### src/rtl/serial_add_pkg.sv
// Shared types and constants for the bit-serial restoring adder.
package serial_add_pkg;

  typedef enum logic [1:0] {
    IDLE  = 2'd0,
    SHIFT = 2'd1,
    DONE  = 2'd2
  } state_t;

  localparam int SA_WIDTH = 8;
  localparam int SA_CNT_W = $clog2(SA_WIDTH + 1);

endpackage

### src/rtl/full_adder_1b.sv
// One-bit full adder used as the serial bit slice.
module full_adder_1b (
  input  logic x,
  input  logic y,
  input  logic ci,
  output logic s,
  output logic co
);

  assign s  = x ^ y ^ ci;
  assign co = (x & y) | (ci & (x ^ y));

endmodule

### src/rtl/serial_add8.sv
// Bit-serial d + b, LSB first, one bit per clock; flags carry-out vs. the
// subtractor's borrow so an inconsistent difference/borrow pair is visible.
module serial_add8
  import serial_add_pkg::*;
#(
  parameter int WIDTH = SA_WIDTH
) (
  input  logic             clk,
  input  logic             rst_n,
  input  logic             start,
  input  logic [WIDTH-1:0] d,
  input  logic [WIDTH-1:0] b,
  input  logic             bin,
  output logic             busy,
  output logic             done,
  output logic [WIDTH-1:0] a,
  output logic             cout,
  output logic             mismatch
);

  localparam int CNT_W = $clog2(WIDTH + 1);

  state_t           state;
  logic [WIDTH-1:0] d_sr;
  logic [WIDTH-1:0] b_sr;
  logic [WIDTH-1:0] res_sr;
  logic [WIDTH-1:0] res_nxt;
  logic             carry;
  logic             bin_q;
  logic [CNT_W-1:0] cnt;
  logic             sum;
  logic             cy;

  full_adder_1b u_fa (
    .x  (d_sr[0]),
    .y  (b_sr[0]),
    .ci (carry),
    .s  (sum),
    .co (cy)
  );

  assign res_nxt = {sum, res_sr[WIDTH-1:1]};

  always_ff @(posedge clk or negedge rst_n) begin
    if (!rst_n) begin
      state    <= IDLE;
      d_sr     <= '0;
      b_sr     <= '0;
      res_sr   <= '0;
      carry    <= 1'b0;
      bin_q    <= 1'b0;
      cnt      <= '0;
      busy     <= 1'b0;
      done     <= 1'b0;
      a        <= '0;
      cout     <= 1'b0;
      mismatch <= 1'b0;
    end else begin
      case (state)
        IDLE: begin
          done <= 1'b0;
          if (start) begin
            d_sr   <= d;
            b_sr   <= b;
            bin_q  <= bin;
            res_sr <= '0;
            carry  <= 1'b0;
            cnt    <= '0;
            busy   <= 1'b1;
            state  <= SHIFT;
          end
        end
        SHIFT: begin
          d_sr   <= d_sr >> 1;
          b_sr   <= b_sr >> 1;
          res_sr <= res_nxt;
          carry  <= cy;
          cnt    <= cnt + 1'b1;
          // Last bit: publish from the combinational slice so done lines up
          // with the WIDTH-th edge rather than one cycle later.
          if (cnt == CNT_W'(WIDTH - 1)) begin
            a        <= res_nxt;
            cout     <= cy;
            mismatch <= cy ^ bin_q;
            busy     <= 1'b0;
            done     <= 1'b1;
            state    <= DONE;
          end
        end
        DONE: begin
          done  <= 1'b0;
          state <= IDLE;
        end
        default: begin
          busy  <= 1'b0;
          done  <= 1'b0;
          state <= IDLE;
        end
      endcase
    end
  end

endmodule

### config.mk
export PLATFORM = sky130hd
export DESIGN_NAME = serial_add8
export DESIGN_NICKNAME = d
export VERILOG_FILES = /design/src/rtl/serial_add_pkg.sv /design/src/rtl/full_adder_1b.sv /design/src/rtl/serial_add8.sv
export SDC_FILE = /design/constraint.sdc
export NUM_CORES = 1
export LEC_CHECK = 0
export ABC_AREA = 1
export CAP_MARGIN = 20
export CORE_ASPECT_RATIO = 1.25
export CORE_MARGIN = 2
export CORE_UTILIZATION = 52
export DETAILED_ROUTE_END_ITERATION = 16
export PLACE_DENSITY = 0.79
export SETUP_SLACK_MARGIN = 0.5
export SLEW_MARGIN = 30
export SYNTH_ARGS = -nofsm -noshare
export SYNTH_HDL_FRONTEND = slang
export SYNTH_HIERARCHICAL = 1
export SYNTH_SLANG_ARGS = --single-unit
### constraint.sdc
create_clock -name clk -period 1.67 [get_ports clk]
set_input_delay 0.334 -clock clk [delete_from_list [all_inputs] [get_ports clk]]
set_output_delay 0.334 -clock clk [all_outputs]
set_load 0.05 [all_outputs]
== After elaboration in Yosys (flattened, before gate mapping) ==
Cells that the tools add are included.

* $add $sub $neg: 1
* Equality and inequality tests: 5
* Muxes and demuxes: 18
* Bitwise operators: 7
* Reduce and logical (&&, ||, !) cells: 7

{| class="wikitable"
|+ Operators with widths
! cell !! number
|-
| 8-bit case mux with 2 select lines || 3
|-
| 8-bit 2-to-1 mux || 3
|-
| 4-bit case mux with 2 select lines || 1
|-
| 2-bit AND reduction || 4
|-
| 1-bit 2-to-1 mux || 5
|-
| 4-bit by 1-bit adder with 4-bit output, second input constant || 1
|-
| 4-bit by 3-bit equality test with 1-bit output, second input constant || 1
|-
| 2-bit 2-to-1 mux || 2
|-
| 4-bit 2-to-1 mux || 1
|-
| 2-bit inequality test, second input constant || 2
|-
| 2-bit case mux with 2 select lines || 1
|-
| 1-bit case mux with 3 select lines || 1
|-
| 3-bit AND reduction || 1
|-
| 1-bit bitwise XOR || 3
|-
| 1-bit AND || 2
|-
| 2-bit by 1-bit equality test with 1-bit output, second input constant || 1
|-
| 2-bit equality test, second input constant || 1
|-
| 2-bit logical NOT || 1
|-
| 1-bit case mux with 2 select lines || 1
|-
| 2-bit nonzero test || 1
|-
| 1-bit NOT || 1
|-
| 1-bit OR || 1
|}

* Register bits: 44
* Word-level logic and storage cells: 50

== Logic depth before layout (Yosys ltp) ==
Gate-level depths: netlist (run 1).

* Depth after elaboration: 4
* Mapped depth: 7
* Gate-level depth less buffers: 6

== Cells and area by module ==
Netlist (run 1), hierarchy kept.

{| class="wikitable"
|+ By module, submodules not included
! module !! instances !! cells an instance !! area each (um^2) !! seq. area each (um^2)
|-
| serial_add8 || 1 || 210 || 1828.0 || 1076.0
|-
| full_adder_1b || 1 || 1 || 20.0 || 0.0
|}

== Worst setup path before layout (run 1) ==
Ideal clock, no wire load.

* Path kind: register to register
* From: register cnt[0]
* To: register a[0]
* Arrival: 1.085 ns
* Required time: 1.551 ns
* Slack: 0.466 ns
* Stages on the path, launching flop included: 8
* Buffers on the path: 1
* Path through: dfrtp_1 -> ha_1 -> nand2_1 -> nor2_2 -> nand2_1 -> buf_2 -> nand2_1 -> nand2_1

* Word-level cells in the longest chain between the ends: 2

{| class="wikitable"
|+ Ends and longest elaborated chain
! element !! RTL line !! source
|-
| from (decl) || serial_add8.sv:30 || <nowiki>logic [CNT_W-1:0] cnt;</nowiki>
|-
| from (signal assigned) || serial_add8.sv:78 || <nowiki>cnt <= cnt + 1'b1;</nowiki>
|-
| 4-bit by 3-bit equality test with 1-bit output || serial_add8.sv:81 || <nowiki>if (cnt == CNT_W'(WIDTH - 1)) begin</nowiki>
|-
| 2-bit AND reduction (no line) || - ||
|-
| to (signal assigned) || serial_add8.sv:82 || <nowiki>a <= res_nxt;</nowiki>
|-
| to (decl) || serial_add8.sv:16 || <nowiki>output logic [WIDTH-1:0] a,</nowiki>
|}

Every way passes these cells.
A chain may end at the register's enable or synchronous reset.

== Final worst setup path (run 1) ==
* From: register b_sr[0]
* To: register mismatch

* Word-level cells in the longest chain between the ends: 4
* Elaborated cells between the ends (all ways): 5
* Classes of those cells: bitwise: 5

{| class="wikitable"
|+ Ends and longest elaborated chain
! element !! RTL line !! source
|-
| from (decl) || serial_add8.sv:25 || <nowiki>logic [WIDTH-1:0] b_sr;</nowiki>
|-
| from (signal assigned) || serial_add8.sv:75 || <nowiki>b_sr <= b_sr >> 1;</nowiki>
|-
| 1-bit bitwise XOR || full_adder_1b.sv:11 || <nowiki>assign co = (x & y) | (ci & (x ^ y));</nowiki>
|-
| 1-bit AND || full_adder_1b.sv:11 ||
|-
| 1-bit OR * || full_adder_1b.sv:11 ||
|-
| via cy || serial_add8.sv:32 || <nowiki>logic cy;</nowiki>
|-
| 1-bit bitwise XOR * || serial_add8.sv:84 || <nowiki>mismatch <= cy ^ bin_q;</nowiki>
|-
| to (signal assigned) || serial_add8.sv:84 ||
|-
| to (decl) || serial_add8.sv:18 || <nowiki>output logic mismatch</nowiki>
|}

The timed path passes the listed nets; every way through them passes the cells marked *.

==> impl_results.md, run 1 <==
- Run status: complete, no violations
- First-pass GRT wire length: between 6000 and 7000 um
- Largest cells by area after synthesis: dfrtp_1 (58%), nand2_1 (14%), nand3_1 (12%), inv_1 (2.4%), o22ai_1 (1.7%)
- DRC errors left: 0
- Final Skew: about 0.0056 ns
- Hold_buf cts: 0
- Slew @ Worst Pin: 0.533 ns
- Hold Vio Cnt, Final: 0
- Worst Path Max Fanout: 3
- Post-Synth Simple-Gate Area: 29.9%
- Final WL: 4010 um
- DRT antenna net count: 0
- DP Worst Slack: just over 0.2 ns
- Final Setup Violations: 0
- Clock root cell: clkbuf_8
- Total CTS buffers: 5
- DP Area: 2150 um^2
- DR vias/cell: 5.17
- Syn Area/Cell: 8.76 um^2
- Worst-path clk slew: 0.08 ns
- Final Max Tran Viols: 0
- Ratio of final minimum period to clock period: between 70% and 80%
- Static Leak: ~1.3 nW
- Largest net degree at the start of global routing: 44
- # diodes: 0
- Layout cells sized above 1: 22.2%
- Wirelength per Cell: 13.4 um
- RSZ-0062 raised after global routing: yes
- Adder-Cell Fraction of Synth Area: 1.76%
- Relative slew margins: 64.4%
- GRT Util Overall: 21.1%
- Seq/Total Area, Yosys: between 50% and 60%
- 1st-iter DRT viols: 80
- Peak VDD IR: 0.00162 V
- Initial Util: 53.5%
- Largest family of logic cells by synthesized area: simple AND/OR/NAND/NOR gates
- CTS Sinks: 43
- XOR/XNOR Fraction of Synth Area: 0%
- Critical Path RT: 1.91 ns
- Setup tns final: 0 ns
- Cell area after layout: 2510 um^2
- Die W: 57.3 um
- Via Count: 1,550
- Synth top area share: between 50 and 60%
- Final min period: ~1.2 ns
- # IOs: 32
- Synth Area in Compound Gates: 3.59%
- Yosys warns: 6
- Die area: approximately 4000 um^2
- Final Util: 72.8%
- CTS max path bufs: 2
- Multiplexer share of the synthesized area: 0%
- FF-to-FF path depth: 6
- Synth Cell Area: 1850 um^2
- Crit path kind: register to register
- Fin nets: 283
- IO Port Bufs: 31
- Num rows: 24
- Placer congestion estimate: 0.774
- Htree depth: 2
- Multi-input logic area: 688 um^2
- Fillers: 277
- Initial DRT Pass Iterations: 5
- Post-synthesis cell type count: 18
- Post-DP HPWL: 2480 um
- Final worst slack: around 0.45 ns
- F_max: 817 MHz
- Register area: 1080 um^2
- Synth-to-Final Area Change: 36.0%
- Initial antenna violation count: 0
- Number of synthesized register bits: 43
- Die height: around 71 um
- Post-Syn Instances: 211
- Endpoint type of the worst setup path: register
- Area leader, netlist: dfrtp_1
- Total gr overflow: 0
- Startpoint class of the critical path: register
- Worst skew pair latency: 0.30 ns
- Worst EP arrival: ~1.5 ns
- Max-cap violations: 0
- Worst min path class: input pin to async pin
- Final Power: 5.03 mW
- Pwr dens: between 1500 and 2000 nW/um^2
- Vias in the first global route: 1,518
- CTS tree: done
- Core area: approximately 3500 um^2
- Syn_nets: 233
-- registers in the layout, indices dropped and copies added, names as in the netlist --
name,cells
a,8
b_sr,8
d_sr,8
res_sr,7
cnt,4
state,2
bin_q,1
busy,1
carry,1
cout,1
done,1
mismatch,1
-- Yosys cell counts (all sizes together) --
library cell,number
nand2,72
nand3,45
dfrtp,43
inv,16
buf,10
nor2,9
o21ai,6
o22ai,5
a21oi,1
fa,1
ha,1
nand3b,1
nand4,1
-- routing by layer --
layer / track usage, % / up-vias / part of all wire, %
met5: 0 / - / 0
met4: 11.1 / 0 / 2.9
met3: 5.67 / 11 / 3.7
met2: 35.8 / 39 / 53
met1: 24.2 / 722 / 41
li1: - / 778 / -
-- final timing paths --
kind	slack [ns]	from	endpoint
setup / recovery	0.45	b_sr[0]	mismatch
hold / removal	0.09	rst_n	a[3]
setup reg to reg	0.45	b_sr[0]	mismatch
hold reg to reg	0.50	b_sr[7]	b_sr[6]
max in group asynchronous	1.19	rst_n	state[0]
min in group clk	0.50	b_sr[7]	b_sr[6]
-- placed cells by master, fill, tap and decap left out, types with 2 or more instances in the layout --
cell / count
nand2_1: 68
nand3_1: 45
dfrtp_1: 41
clkdlybuf4s50_1: 18
buf_4: 17
buf_6: 14
inv_1: 11
nor2_1: 6
o22ai_1: 5
clkbuf_8: 5
inv_2: 4
o21ai_1: 4
nand2_2: 2
nor2_4: 2
nand2_4: 2
dfrtp_2: 2
-- stage by stage --
step / cells / hold WS [ns]
after floorplan: 211 / 0.0384
after global placement: 276 / 0.436
after detailed placement: 276 / 0.435
after CTS: 288 / 0.111
after global routing: 300 / 0.132
final: 300 / 0.0864
-- critical path, cell delays in order, from the launching register on --
cell,delay [ns]
dfrtp_1,0.41
fa_2,0.43
inv_2,0.07
nand2_1,0.05
nand2_1,0.08
nand3_1,0.07
nand2_1,0.06
-- area by class of cell --
type / instances / area share, %
Timing Repair Buffer: 53 / 21.1
Multi-Input combinational cell: 142 / 27.4
Clock inverter: 1 / 1.19
Clock buffer: 6 / 2.89
Inverter: 16 / 2.59
Tap cell: 39 / 1.94
Sequential cell: 43 / 42.9
-- logic make-up after synthesis --
| kind of cell | count (synthesis) |
|---|---|
| DFF | 43 |
| adders and majority gates | 2 |
| and+or+nand+nor | 128 |
| AOI/OAI and AO/OA | 12 |
| buffers and inverters | 26 |
-- timing repair --
action,in CTS,in global routing
setup endpoints to repair,37,53
gates resized for setup,24,8
cloned,0,1
hold endpoints to repair,0,0
pin swaps,3,5
setup buffers,5,11
-- power by group --
group	total, mW	leakage [nW]	switching [mW]	internal [mW]
combinational	2.43	0.666	1.39	1.05
clock	0.792	0.0513	0.354	0.439
sequential	1.80	0.549	0.313	1.49
Note: power is estimated with default switching activity, not from simulation.
==> inputs of run 2 (changes only) <==
--- a/config.mk
+++ b/config.mk
@@ -9,9 +9,9 @@
 export CAP_MARGIN = 20
 export CORE_ASPECT_RATIO = 1.25
 export CORE_MARGIN = 2
-export CORE_UTILIZATION = 52
+export CORE_UTILIZATION = 47
 export DETAILED_ROUTE_END_ITERATION = 16
-export PLACE_DENSITY = 0.79
+export PLACE_DENSITY = 0.75
 export SETUP_SLACK_MARGIN = 0.5
 export SLEW_MARGIN = 30
 export SYNTH_ARGS = -nofsm -noshare
==> constraint.sdc (replaced) <==
create_clock -name clk -period 1.05 [get_ports clk]
set_input_delay 0.21 -clock clk [delete_from_list [all_inputs] [get_ports clk]]
set_output_delay 0.21 -clock clk [all_outputs]
set_load 0.05 [all_outputs]
==> run 2 against run 1 <==
Compared with the run above: the run now ends with hold timing, setup timing left; sequential power grew 63%; clock skew is essentially flat; sequential share of layout area shrank 2.7 points; critical path depth is the same; clock-buffer cell count is the same; non-clock buffer count shrank 2; worst setup slack lost 0.63 ns; highest routed layer unchanged.
==> impl_results.md, run 2 (synthesized netlist as in run 1, its figures left out) <==
- 1st-iter DRT viols: 38 (was 80)
- Peak VDD IR: 0.00165 V (was 0.00162 V)
- DRT antenna net count: 0 (unchanged)
- Setup tns final: -4.21 ns (was 0 ns)
- Final WL: 3920 um (was 4010 um)
- Relative slew margins: 81.6% (was 64.4%)
- Synth-to-Final Area Change: 46.7% (was 36.0%)
- Wire length on met3: 160 um (was 148 um)
- Initial DRT Pass Iterations: 6 (was 5)
- CTS tree: done (unchanged)
- Met1 WL: 1610 um (was 1640 um)
- Worst-path clk slew: 0.08 ns (about the same)
- DR vias/cell: 5.00 (was 5.17)
- Worst min path class: input pin to async pin (unchanged)
- Worst skew pair latency: 0.30 ns (about the same)
- Clock root cell: clkbuf_8 (unchanged)
- Final Skew: 0.00562 ns (was 0.00557 ns)
- Fillers: 301 (was 277)
- Most frequent cells in the layout: nand2_1 (66), nand3_1 (38), dfrtp_1 (31), clkdlybuf4s50_1 (18), buf_12 (15) (was nand2_1 (68), nand3_1 (45), dfrtp_1 (41), clkdlybuf4s50_1 (18), buf_4 (17))
- Post-DP HPWL: 2680 um (was 2480 um)
- Final Setup Violations: 52 (was 0)
- Htree depth: 2 (unchanged)
- Critical Path RT: 1.28 ns (was 1.91 ns)
- Crit path kind: register to register (unchanged)
- Slew @ Worst Pin: 0.277 ns (was 0.533 ns)
- Critical Path Start: carry (was b_sr[0])
- Metal2 WL: 2040 um (was 2110 um)
- CTS max path bufs: 2 (unchanged)
- Run status: complete, but fails checks (was complete, no violations)
- Die area: 4450 um^2 (was 4050 um^2)
- GRT Util Overall: 20.7% (was 21.1%)
- DRC errors left: 0 (unchanged)
- Final Power: 8.52 mW (was 5.03 mW)
- Die W: 60.1 um (was 57.3 um)
- Worst EP arrival: 1.47 ns (about the same)
- Biggest regs: a (8), b_sr (8), d_sr (8) (unchanged)
- Failing checks: hold timing, setup timing
- Layout cells sized above 1: 29.9% (was 22.2%)
- Initial Util: 48.8% (was 53.5%)
- Total gr overflow: 0 (unchanged)
- Max-cap violations: 0 (unchanged)
- DP Worst Slack: -0.256 ns (was 0.204 ns)
- Final Util: 71.6% (was 72.8%)
- Via Count: 1,574 (was 1,550)
- Startpoint class of the critical path: register (unchanged)
- Largest net degree at the start of global routing: 35 (was 44)
- # IOs: 32 (unchanged)
- Static Leak: 1.29 nW (was 1.27 nW)
- Initial antenna violation count: 0 (unchanged)
- CTS Sinks: 43 (unchanged)
- Final min period: 1.24 ns (was 1.22 ns)
- Vias in the first global route: 1,560 (was 1,518)
- # diodes: 0 (unchanged)
- Most common cell after layout, fill and taps aside: nand2_1 (unchanged)
- Endpoint type of the worst setup path: register (unchanged)
- Pwr dens: 3140 nW/um^2 (was 2000 nW/um^2)
- Total CTS buffers: 5 (unchanged)
- Wirelength per Cell: 12.4 um (was 13.4 um)
- Placer congestion estimate: 0.745 (was 0.774)
- FF-to-FF Start: carry (was b_sr[0])
- DR top layer: met4 (unchanged)
- Num rows: 25 (was 24)
- Die height: 74.1 um (was 70.7 um)
- WHS: -0.221 ns (was 0.0864 ns)
- Ratio of final minimum period to clock period: 118% (was 73.3%)
- Final worst slack: -0.188 ns (was 0.446 ns)
- Worst Path Max Fanout: 3 (unchanged)
- Hold Vio Cnt, Final: 9 (was 0)
- RSZ-0062 raised after global routing: yes (unchanged)
- F_max: 808 MHz (was 817 MHz)
- IO Port Bufs: 31 (unchanged)
- Fin nets: 282 (was 283)
- First-pass GRT wire length: 6720 um (was 6560 um)
- Final Max Tran Viols: 0 (unchanged)
- Core area: 3780 um^2 (was 3450 um^2)
==> run 2: through the flow <==
step,std cells,instance area (um^2)
global placement,302,2510
global route,315,2710
detailed placement,302,2510
CTS,313,2680
finish,315,2710
floorplan,211,1960
==> run 2: layer usage <==
metal,up-vias,global-route usage (%)
li1,777,-
met1,743,24.8
met2,46,34.3
met3,8,4.35
met4,0,11.6
met5,-,0
==> run 2: worst paths after layout <==
check                           depth (start not counted)       end  slack (ns)
max in group asynchronous                               2      a[5]        0.81
worst min-delay path                                    1      a[4]       -0.22
min in group clk                                        3   b_sr[7]        0.45
worst min register to register                          2   b_sr[6]        0.50
worst max register to register                          6  mismatch       -0.19
worst max-delay path                                    6  mismatch       -0.19
==> run 2: final cells by class <==
class | count | area, um^2 | share of cell area [%]
flip-flops and latches | 43 | 1090 | 40.2
multi-input cells | 142 | 741 | 27.3
repair buffers | 51 | 624 | 23.0
clock buffers | 6 | 82.6 | 3.05
well taps | 54 | 67.6 | 2.49
inverters | 16 | 62.6 | 2.31
clock inverters | 2 | 35.0 | 1.29
repair inverters | 1 | 7.51 | 0.277
==> run 2: worst max-delay path: stages (launching register included) <==
cell and delay, ns:
dfrtp_1 0.41, fa_2 0.42, inv_2 0.07, nand2_1 0.04
nand2_1 0.08, nand3_1 0.08, nand2_1 0.07
==> run 2: what timing repair did <==
| item | CTS | global route |
|---|---|---|
| endpoints found under the hold margin | 9 | 9 |
| buffers inserted | 2 | 2 |
| pin swaps | 4 | 2 |
| resized for setup | 7 | 4 |
| cloned | 1 | 0 |
| endpoints found under the setup margin | 55 | 55 |
==> run 2: where the power goes <==
| group | internal [mW] | total, mW | leakage (nW) | switching, mW |
|---|---|---|---|---|
| combinational | 1.99 | 4.27 | 0.695 | 2.28 |
| clock | 0.769 | 1.32 | 0.0612 | 0.548 |
| sequential | 2.40 | 2.93 | 0.536 | 0.534 |
| total | 5.16 | 8.52 | 1.29 | 3.36 |
